$ cat src/rtl/hls_core_chn_o_rsci_fifo.sv
// DEPTH-entry output-channel buffer between an HLS core and a valid/ready consumer; a push shows on z/lz
// the next cycle (no bypass); wen_comp drops while all DEPTH entries are held, and z/lz hold while vz is low.
module hls_core_chn_o_rsci_fifo #(
    parameter int WIDTH = 16,
    parameter int DEPTH = 2,
    parameter int CNT_W = $clog2(DEPTH + 1)
) (
    input  logic             nvdla_core_clk,
    input  logic             nvdla_core_rstn,
    input  logic [WIDTH-1:0] chn_o_rsci_d,
    input  logic             chn_o_rsci_iswt0,
    input  logic             chn_o_rsci_flush,
    output logic             chn_o_rsci_wen_comp,
    output logic             chn_o_rsci_bawt,
    output logic [CNT_W-1:0] chn_o_rsci_count,
    output logic [WIDTH-1:0] chn_o_rsc_z,
    output logic             chn_o_rsc_lz,
    input  logic             chn_o_rsc_vz
);
    localparam int PTR_W = (DEPTH > 1) ? $clog2(DEPTH) : 1;
    localparam logic [PTR_W-1:0] LAST_PTR = PTR_W'(DEPTH - 1);
    localparam logic [CNT_W-1:0] FULL_CNT = CNT_W'(DEPTH);

    logic [WIDTH-1:0] mem [DEPTH];
    logic [PTR_W-1:0] wr_ptr;
    logic [PTR_W-1:0] rd_ptr;
    logic [CNT_W-1:0] count;
    logic             bawt;
    logic             push;
    logic             pop;

    // Explicit wrap so non-power-of-two depths index only valid entries.
    function automatic logic [PTR_W-1:0] ptr_inc(input logic [PTR_W-1:0] p);
        return (p == LAST_PTR) ? '0 : p + 1'b1;
    endfunction

    // Flags come from the count register alone, so no input reaches an output combinationally.
    assign chn_o_rsci_wen_comp = (count != FULL_CNT);
    assign chn_o_rsc_lz        = (count != '0);
    assign chn_o_rsci_count    = count;
    assign chn_o_rsci_bawt     = bawt;
    assign chn_o_rsc_z         = chn_o_rsc_lz ? mem[rd_ptr] : '0;

    assign push = chn_o_rsci_iswt0 & chn_o_rsci_wen_comp;
    assign pop  = chn_o_rsc_lz & chn_o_rsc_vz;

    always_ff @(posedge nvdla_core_clk or negedge nvdla_core_rstn) begin
        if (!nvdla_core_rstn) begin
            wr_ptr <= '0;
            rd_ptr <= '0;
            count  <= '0;
            bawt   <= 1'b0;
        end else if (chn_o_rsci_flush) begin
            wr_ptr <= '0;
            rd_ptr <= '0;
            count  <= '0;
            bawt   <= 1'b0;
        end else begin
            bawt <= push;
            if (push) wr_ptr <= ptr_inc(wr_ptr);
            if (pop)  rd_ptr <= ptr_inc(rd_ptr);
            case ({push, pop})
                2'b10:   count <= count + 1'b1;
                2'b01:   count <= count - 1'b1;
                default: count <= count;
            endcase
        end
    end

    // Storage is deliberately not reset; z is masked while empty instead.
    always_ff @(posedge nvdla_core_clk) begin
        if (push && !chn_o_rsci_flush) mem[wr_ptr] <= chn_o_rsci_d;
    end
endmodule
$ cat config.mk
export PLATFORM = sky130hd
export DESIGN_NAME = hls_core_chn_o_rsci_fifo
export DESIGN_NICKNAME = d
export VERILOG_FILES = /design/src/rtl/hls_core_chn_o_rsci_fifo.sv
export SDC_FILE = /design/constraint.sdc
export NUM_CORES = 1
export LEC_CHECK = 0
export CORE_MARGIN = 2
export CORE_UTILIZATION = 30
export CTS_CLUSTER_SIZE = 28
export DETAILED_ROUTE_END_ITERATION = 8
export PLACE_DENSITY = 0.65
export RECOVER_POWER = 100
export SYNTH_ARGS = -nofsm -noshare
export SYNTH_HDL_FRONTEND = slang
export SYNTH_SLANG_ARGS = --single-unit
$ cat constraint.sdc
create_clock -name nvdla_core_clk -period 2.7 [get_ports nvdla_core_clk]
set_clock_uncertainty 0.05 [all_clocks]
set_input_delay 0.27 -clock nvdla_core_clk [delete_from_list [all_inputs] [get_ports nvdla_core_clk]]
set_output_delay 0.27 -clock nvdla_core_clk [all_outputs]
set_load 0.03 [all_outputs]
## After elaboration in Yosys (flattened, before gate mapping)

Memory sizes are Yosys's and may differ from the RTL's.
Cells that the tools add are included.

| operators by class | value |
|---|---|
| add/sub/neg operators | 4 |
| multipliers | 0 |
| div/mod/pow operators | 0 |
| $lt $le $gt $ge | 0 |
| equality and inequality tests | 3 |
| shift-type cells | 0 |
| mux-type cells | 12 |
| bitwise operators | 2 |
| reduce and logical (&&, ||, !) cells | 6 |

Operators by type and width:

| operator | number |
|---|---|
| $mux 16 | 1 |
| $mux 1 | 9 |
| $reduce_bool 2->1 | 3 |
| $pmux 2 s2 | 1 |
| $reduce_bool 3->1 | 1 |
| $add 1x1->1 const B | 2 |
| $add 2x1->2 const B | 1 |
| $and 1x1->1 | 2 |
| $eq 2x1->1 const B | 1 |
| $eq 2x2->1 const B | 1 |
| $mux 2 | 1 |
| $ne 2x2->1 const B | 1 |
| $sub 2x1->2 const B | 1 |
| $logic_and 1x1->1 | 1 |
| $logic_not 1->1 | 1 |

| storage, ports and cells | value |
|---|---|
| flip-flop bits (word level) | 5 |
| latch bits | 0 |
| bits in writable memories | 32 |
| ROM bits | 0 |
| input bits | 21 |
| output and inout port bits | 21 |
| word-level logic and storage cells | 32 |
| memories kept | 1 |

Memories:

| name | depth | bits a word | rd ports | clocked after Yosys merged registers in | wr ports | RTL line | source |
|---|---|---|---|---|---|---|---|
| mem | 2 | 16 | 1 | 0 | 1 | 24 | `logic [WIDTH-1:0] mem [DEPTH];` |

## Logic depth before layout (Yosys ltp)

| logic depth | value |
|---|---|
| depth after elaboration | 5 |
| mapped depth | 4 |

## Least setup slack after synthesis

No wires, ideal clock.

| path | value |
|---|---|
| kind | flip-flop to flip-flop |
| from | register count[1], in the netlist chn_o_rsci_count[1] |
| to | memory mem[0][0], enable pin |
| setup time | 430 ps |
| arrival | 2,358 ps |
| setup slack | -138 ps |
| cell stages (with the launch flop) | 3 |
| period minus slack after synthesis | 2,838 ps |
| cells stage by stage | dfrtp_1 > nor2b_2 > nor4_1 |

| between the ends | value |
|---|---|
| cells in the longest elaborated chain, start to end | 5 |

RTL lines:

| item | RTL line | source |
|---|---|---|
| start: declaration | 27 | `logic [CNT_W-1:0] count;` |
| start signal: assignment | 63 | `2'b10: count <= count + 1'b1;` |
| start signal: assignment | 64 | `2'b01: count <= count - 1'b1;` |
| start signal: assignment | 65 | `default: count <= count;` |
| $ne 2x2->1 | 38 | `assign chn_o_rsci_wen_comp = (count != FULL_CNT);` |
| $and 1x1->1 | 44 | `assign push = chn_o_rsci_iswt0 & chn_o_rsci_wen_comp;` |
| $logic_and 1x1->1 | 72 | `if (push && !chn_o_rsci_flush) mem[wr_ptr] <= chn_o_rsci_d;` |
| $mux 1 | 72 |  |
| $mux 1 (not written as such) | 72 |  |
| end: declaration | 24 |  |

Every way passes these cells.

## Worst setup path in the final report

| path | value |
|---|---|
| from | input port chn_o_rsci_iswt0 |
| to | memory mem[0][6], enable pin |

| between the ends | value |
|---|---|
| cells in the longest elaborated chain, start to end | 4 |

RTL lines:

| item | RTL line | source |
|---|---|---|
| start: declaration | 11 | `input logic chn_o_rsci_iswt0,` |
| $and 1x1->1 | 44 |  |
| $logic_and 1x1->1 | 72 |  |
| $mux 1 | 72 |  |
| $mux 1 (not written as such) | 72 |  |

Every way passes these cells.

==> flow_results.xml <==
<?xml version="1.0" encoding="UTF-8"?>
<metrics>
  <group name="power">
    <metric name="ir_drop" unit="uV">225</metric>
    <metric name="power.density_cell_area" unit="nW/um^2">604</metric>
    <metric name="power.static_leakage" unit="uW">0.000715</metric>
  </group>
  <group name="floorplan">
    <metric name="io_pins" unit="">42</metric>
    <metric name="die_h" unit="um">74.0</metric>
    <metric name="core_area" unit="um^2">4720</metric>
    <metric name="design.die.area" unit="um^2">5480</metric>
    <metric name="floorplan.initialDensity" unit="%">31.1</metric>
    <metric name="placement_rows" unit="">25</metric>
    <metric name="floorplan.die.width" unit="um">74.0</metric>
  </group>
  <group name="cells_and_area">
    <metric name="combined_area_of_the_multi_input_logic_cells" unit="um^2">349</metric>
    <metric name="drive_above_1_share" unit="%">7.64</metric>
    <metric name="n_fill_cell" unit="">447</metric>
    <metric name="commonest_non_fill_non_tap_cells_in_the_layout" unit="">edfxtp_1 (32), dlygate4sd3_1 (30), mux2i_1 (17), nor2_1 (17), clkdlybuf4s50_1 (11)</metric>
    <metric name="leading_cell_type_in_the_layout_fill_and_taps_excluded" unit="">edfxtp_1</metric>
    <metric name="areaGrowthSynthToFinish" unit="%">39.2</metric>
    <metric name="antennaDiodeCount" unit="">0</metric>
    <metric name="nets" unit="">164</metric>
    <metric name="final_core_utilization" unit="%">43.3</metric>
    <metric name="regArea" unit="um^2">1090</metric>
  </group>
  <group name="timing">
    <metric name="max_slew_margin" unit="%">22.0</metric>
    <metric name="timing.final.crit_period" unit="ns">2.50</metric>
    <metric name="grt_setup_unrepaired" unit="">false</metric>
    <metric name="hold_violations" unit="">0</metric>
    <metric name="final-setup-viol-count" unit="">0</metric>
    <metric name="fmaxAchievable" unit="MHz">400</metric>
    <metric name="worst_margin_pin_slew" unit="ns">1.16</metric>
    <metric name="max_slew_violation_count" unit="">0</metric>
    <metric name="summed_negative_setup_slack_over_all_endpoints" unit="ns">0</metric>
    <metric name="post-route-period-util" unit="%">92.6</metric>
  </group>
  <group name="clock_network">
    <metric name="path_clk_slew" unit="ns">0.06</metric>
    <metric name="ctsLongestPathBuffers" unit="">2</metric>
    <metric name="holdBufCountCts" unit="">0</metric>
    <metric name="cts_resized" unit="">0</metric>
    <metric name="cts_inserted_buffers" unit="">5</metric>
    <metric name="tritoncts" unit="">yes</metric>
    <metric name="cts_root_buffer" unit="">clkbuf_8</metric>
    <metric name="clock-sinks" unit="">37</metric>
    <metric name="clk-insertion-delay-late" unit="ns">0.28</metric>
    <metric name="postCtsSetupBuffers" unit="">0</metric>
    <metric name="cts.htree.levels" unit="">2</metric>
  </group>
  <group name="detailed_routing">
    <metric name="route.detailed.drc" unit="">0</metric>
    <metric name="first_pass_iters" unit="">2</metric>
    <metric name="detail_route.wl_per_cell" unit="um">13.3</metric>
    <metric name="antenna_violating_nets_post_route" unit="">0</metric>
    <metric name="drt-initial-drc-count" unit="">50</metric>
    <metric name="route.final.wire_length" unit="um">2810</metric>
    <metric name="dr_total_vias" unit="">916</metric>
    <metric name="routed_via_density" unit="">4.34</metric>
  </group>
  <group name="flow_run">
    <metric name="max_cap_viol_count" unit="">0</metric>
  </group>
  <group name="yosys">
    <metric name="syn-mean-instance-area" unit="um^2">15.5</metric>
    <metric name="syn-num-nets" unit="">116</metric>
    <metric name="yosysSeqAreaShare" unit="%">73.9</metric>
    <metric name="ys_ff_latch" unit="">37</metric>
    <metric name="synthCells" unit="">95</metric>
    <metric name="syn_area" unit="um^2">1470</metric>
    <metric name="synth_cell_types" unit="">23</metric>
    <metric name="ys.warnings.count" unit="">0</metric>
  </group>
  <group name="placement">
    <metric name="dp.final_hpwl" unit="um">2040</metric>
    <metric name="finalWeightedCongestion" unit="">0.734</metric>
    <metric name="numPortBuffers" unit="">41</metric>
  </group>
  <group name="outcome">
    <metric name="run_status" unit="">finished clean</metric>
  </group>
  <group name="critical_path">
    <metric name="ff2ff_path_depth" unit="">3</metric>
    <metric name="worstReg2RegEnd" unit="">mem[0][6]</metric>
    <metric name="critPathCaptureType" unit="">flip-flop</metric>
    <metric name="worstPathMaxFanout" unit="">11</metric>
    <metric name="timing.rr.start" unit="">chn_o_rsci_count[1]</metric>
    <metric name="timing_worst_setup_path_type" unit="">primary input to flip-flop</metric>
    <metric name="critical_path_arrival" unit="ns">2.41</metric>
    <metric name="crit_path_start_kind" unit="">primary input</metric>
    <metric name="r2r_slack" unit="ns">0.33</metric>
    <metric name="worst-endpoint-required" unit="ns">2.61</metric>
  </group>
  <group name="global_routing">
    <metric name="grt_pass1_vias" unit="">948</metric>
    <metric name="antenna_found_initial" unit="">0</metric>
    <metric name="wire_length_of_the_first_global_routing_pass" unit="um">4520</metric>
    <metric name="grt_overflow_total" unit="">0</metric>
    <metric name="total_track_usage" unit="%">11.4</metric>
    <metric name="largest_net_degree_at_the_start_of_global_routing" unit="">18</metric>
  </group>
  <group name="hold_path">
    <metric name="min_path_type" unit="">primary input to asynchronous set/reset pin</metric>
  </group>
</metrics>
-- through the flow --
step                setup slack, ns  std cells  hold WS (ns)  total power [uW]  area [um^2]
floorplan                     0.538         95       -0.0756               784         1480
global placement              0.608        203         0.466               881         1980
detailed placement            0.506        203         0.460               887         1980
CTS                           0.192        211         0.146              1270         2070
global route                 0.0433        211         0.233              1300         2050
finish                        0.201        211         0.223              1240         2050
-- sequential cells by signal (all words and copies together), names as in the netlist --
name / flops
mem: 32
chn_o_rsci_bawt: 1
chn_o_rsci_count: 2
wr_ptr: 1
rd_ptr: 1
-- cells by family (layout without fill, tap and decap cells) --
family	Yosys count	in the layout	synth area share, %
xor+xnor	1	1	0.596
mux	17	17	11.6
flops	37	37	73.9
compound gates	8	8	3.32
buf+inv	6	55	2.21
simple gates	26	26	8.43
-- cell type report --
cell class / count / area share, %
Sequential cell: 37 / 53.1
Clock buffer: 8 / 4.40
Multi-Input combinational cell: 52 / 17.1
Inverter: 3 / 0.550
Tap cell: 67 / 4.10
Timing Repair Buffer: 44 / 20.8
-- report_power, final --
part           total [uW]  switching, uW  internal, uW
clock                 381            173           208
sequential            656           9.46           647
combinational         200            115          84.9
total                1240            298           940
-- cells in the mapped netlist --
cell      instances  share of area [%]
and2_1            1               0.43
edfxtp_1         32                 65
a21oi_2           1               0.60
or3_1             1               0.43
xor2_1            1               0.60
nand3b_1          1               0.51
inv_1             2               0.51
nor3b_1           1               0.51
inv_2             1               0.26
dfrtp_1           5                8.5
buf_6             1               0.77
or2_2             1               0.43
mux2i_1          17                 12
a21o_1            1               0.51
a21oi_1           3                1.0
nor3_1            1               0.34
nor2_2            1               0.43
nor2b_2           1               0.60
nor4_1            1               0.43
nor2_1           17                4.3
o211ai_1          1               0.51
buf_2             2               0.68
o21ai_0           2               0.68
-- worst max-delay path by stage --
| stage | endpoint | slack [ns] | startpoint |
|---|---|---|---|
| after floorplan | mem[0][0] | 0.54 | chn_o_rsci_count[1] |
| after global placement | chn_o_rsc_z[2] | 0.61 | chn_o_rsci_count[0] |
| after detailed placement | chn_o_rsc_z[14] | 0.51 | chn_o_rsci_count[0] |
| after CTS | chn_o_rsc_z[14] | 0.19 | chn_o_rsci_count[0] |
| after global routing | chn_o_rsc_z[2] | 0.04 | chn_o_rsci_count[0] |
| final | mem[0][6] | 0.20 | chn_o_rsci_iswt0 |
-- routing by layer --
metal | part of all wire [%] | track usage, % | vias to the layer above
met5 | 0 | 0 | -
met4 | 1.3 | 4.24 | 0
met3 | 7.4 | 4.88 | 5
met2 | 46 | 17.6 | 36
met1 | 45 | 14.4 | 434
li1 | - | - | 441
-- worst max-delay path, stage by stage --
cell and delay, ns:
dlygate4sd3_1 0.61, inv_1 0.11, nor4_1 0.98, clkbuf_2 0.44
(Power assumes the default switching activity.)
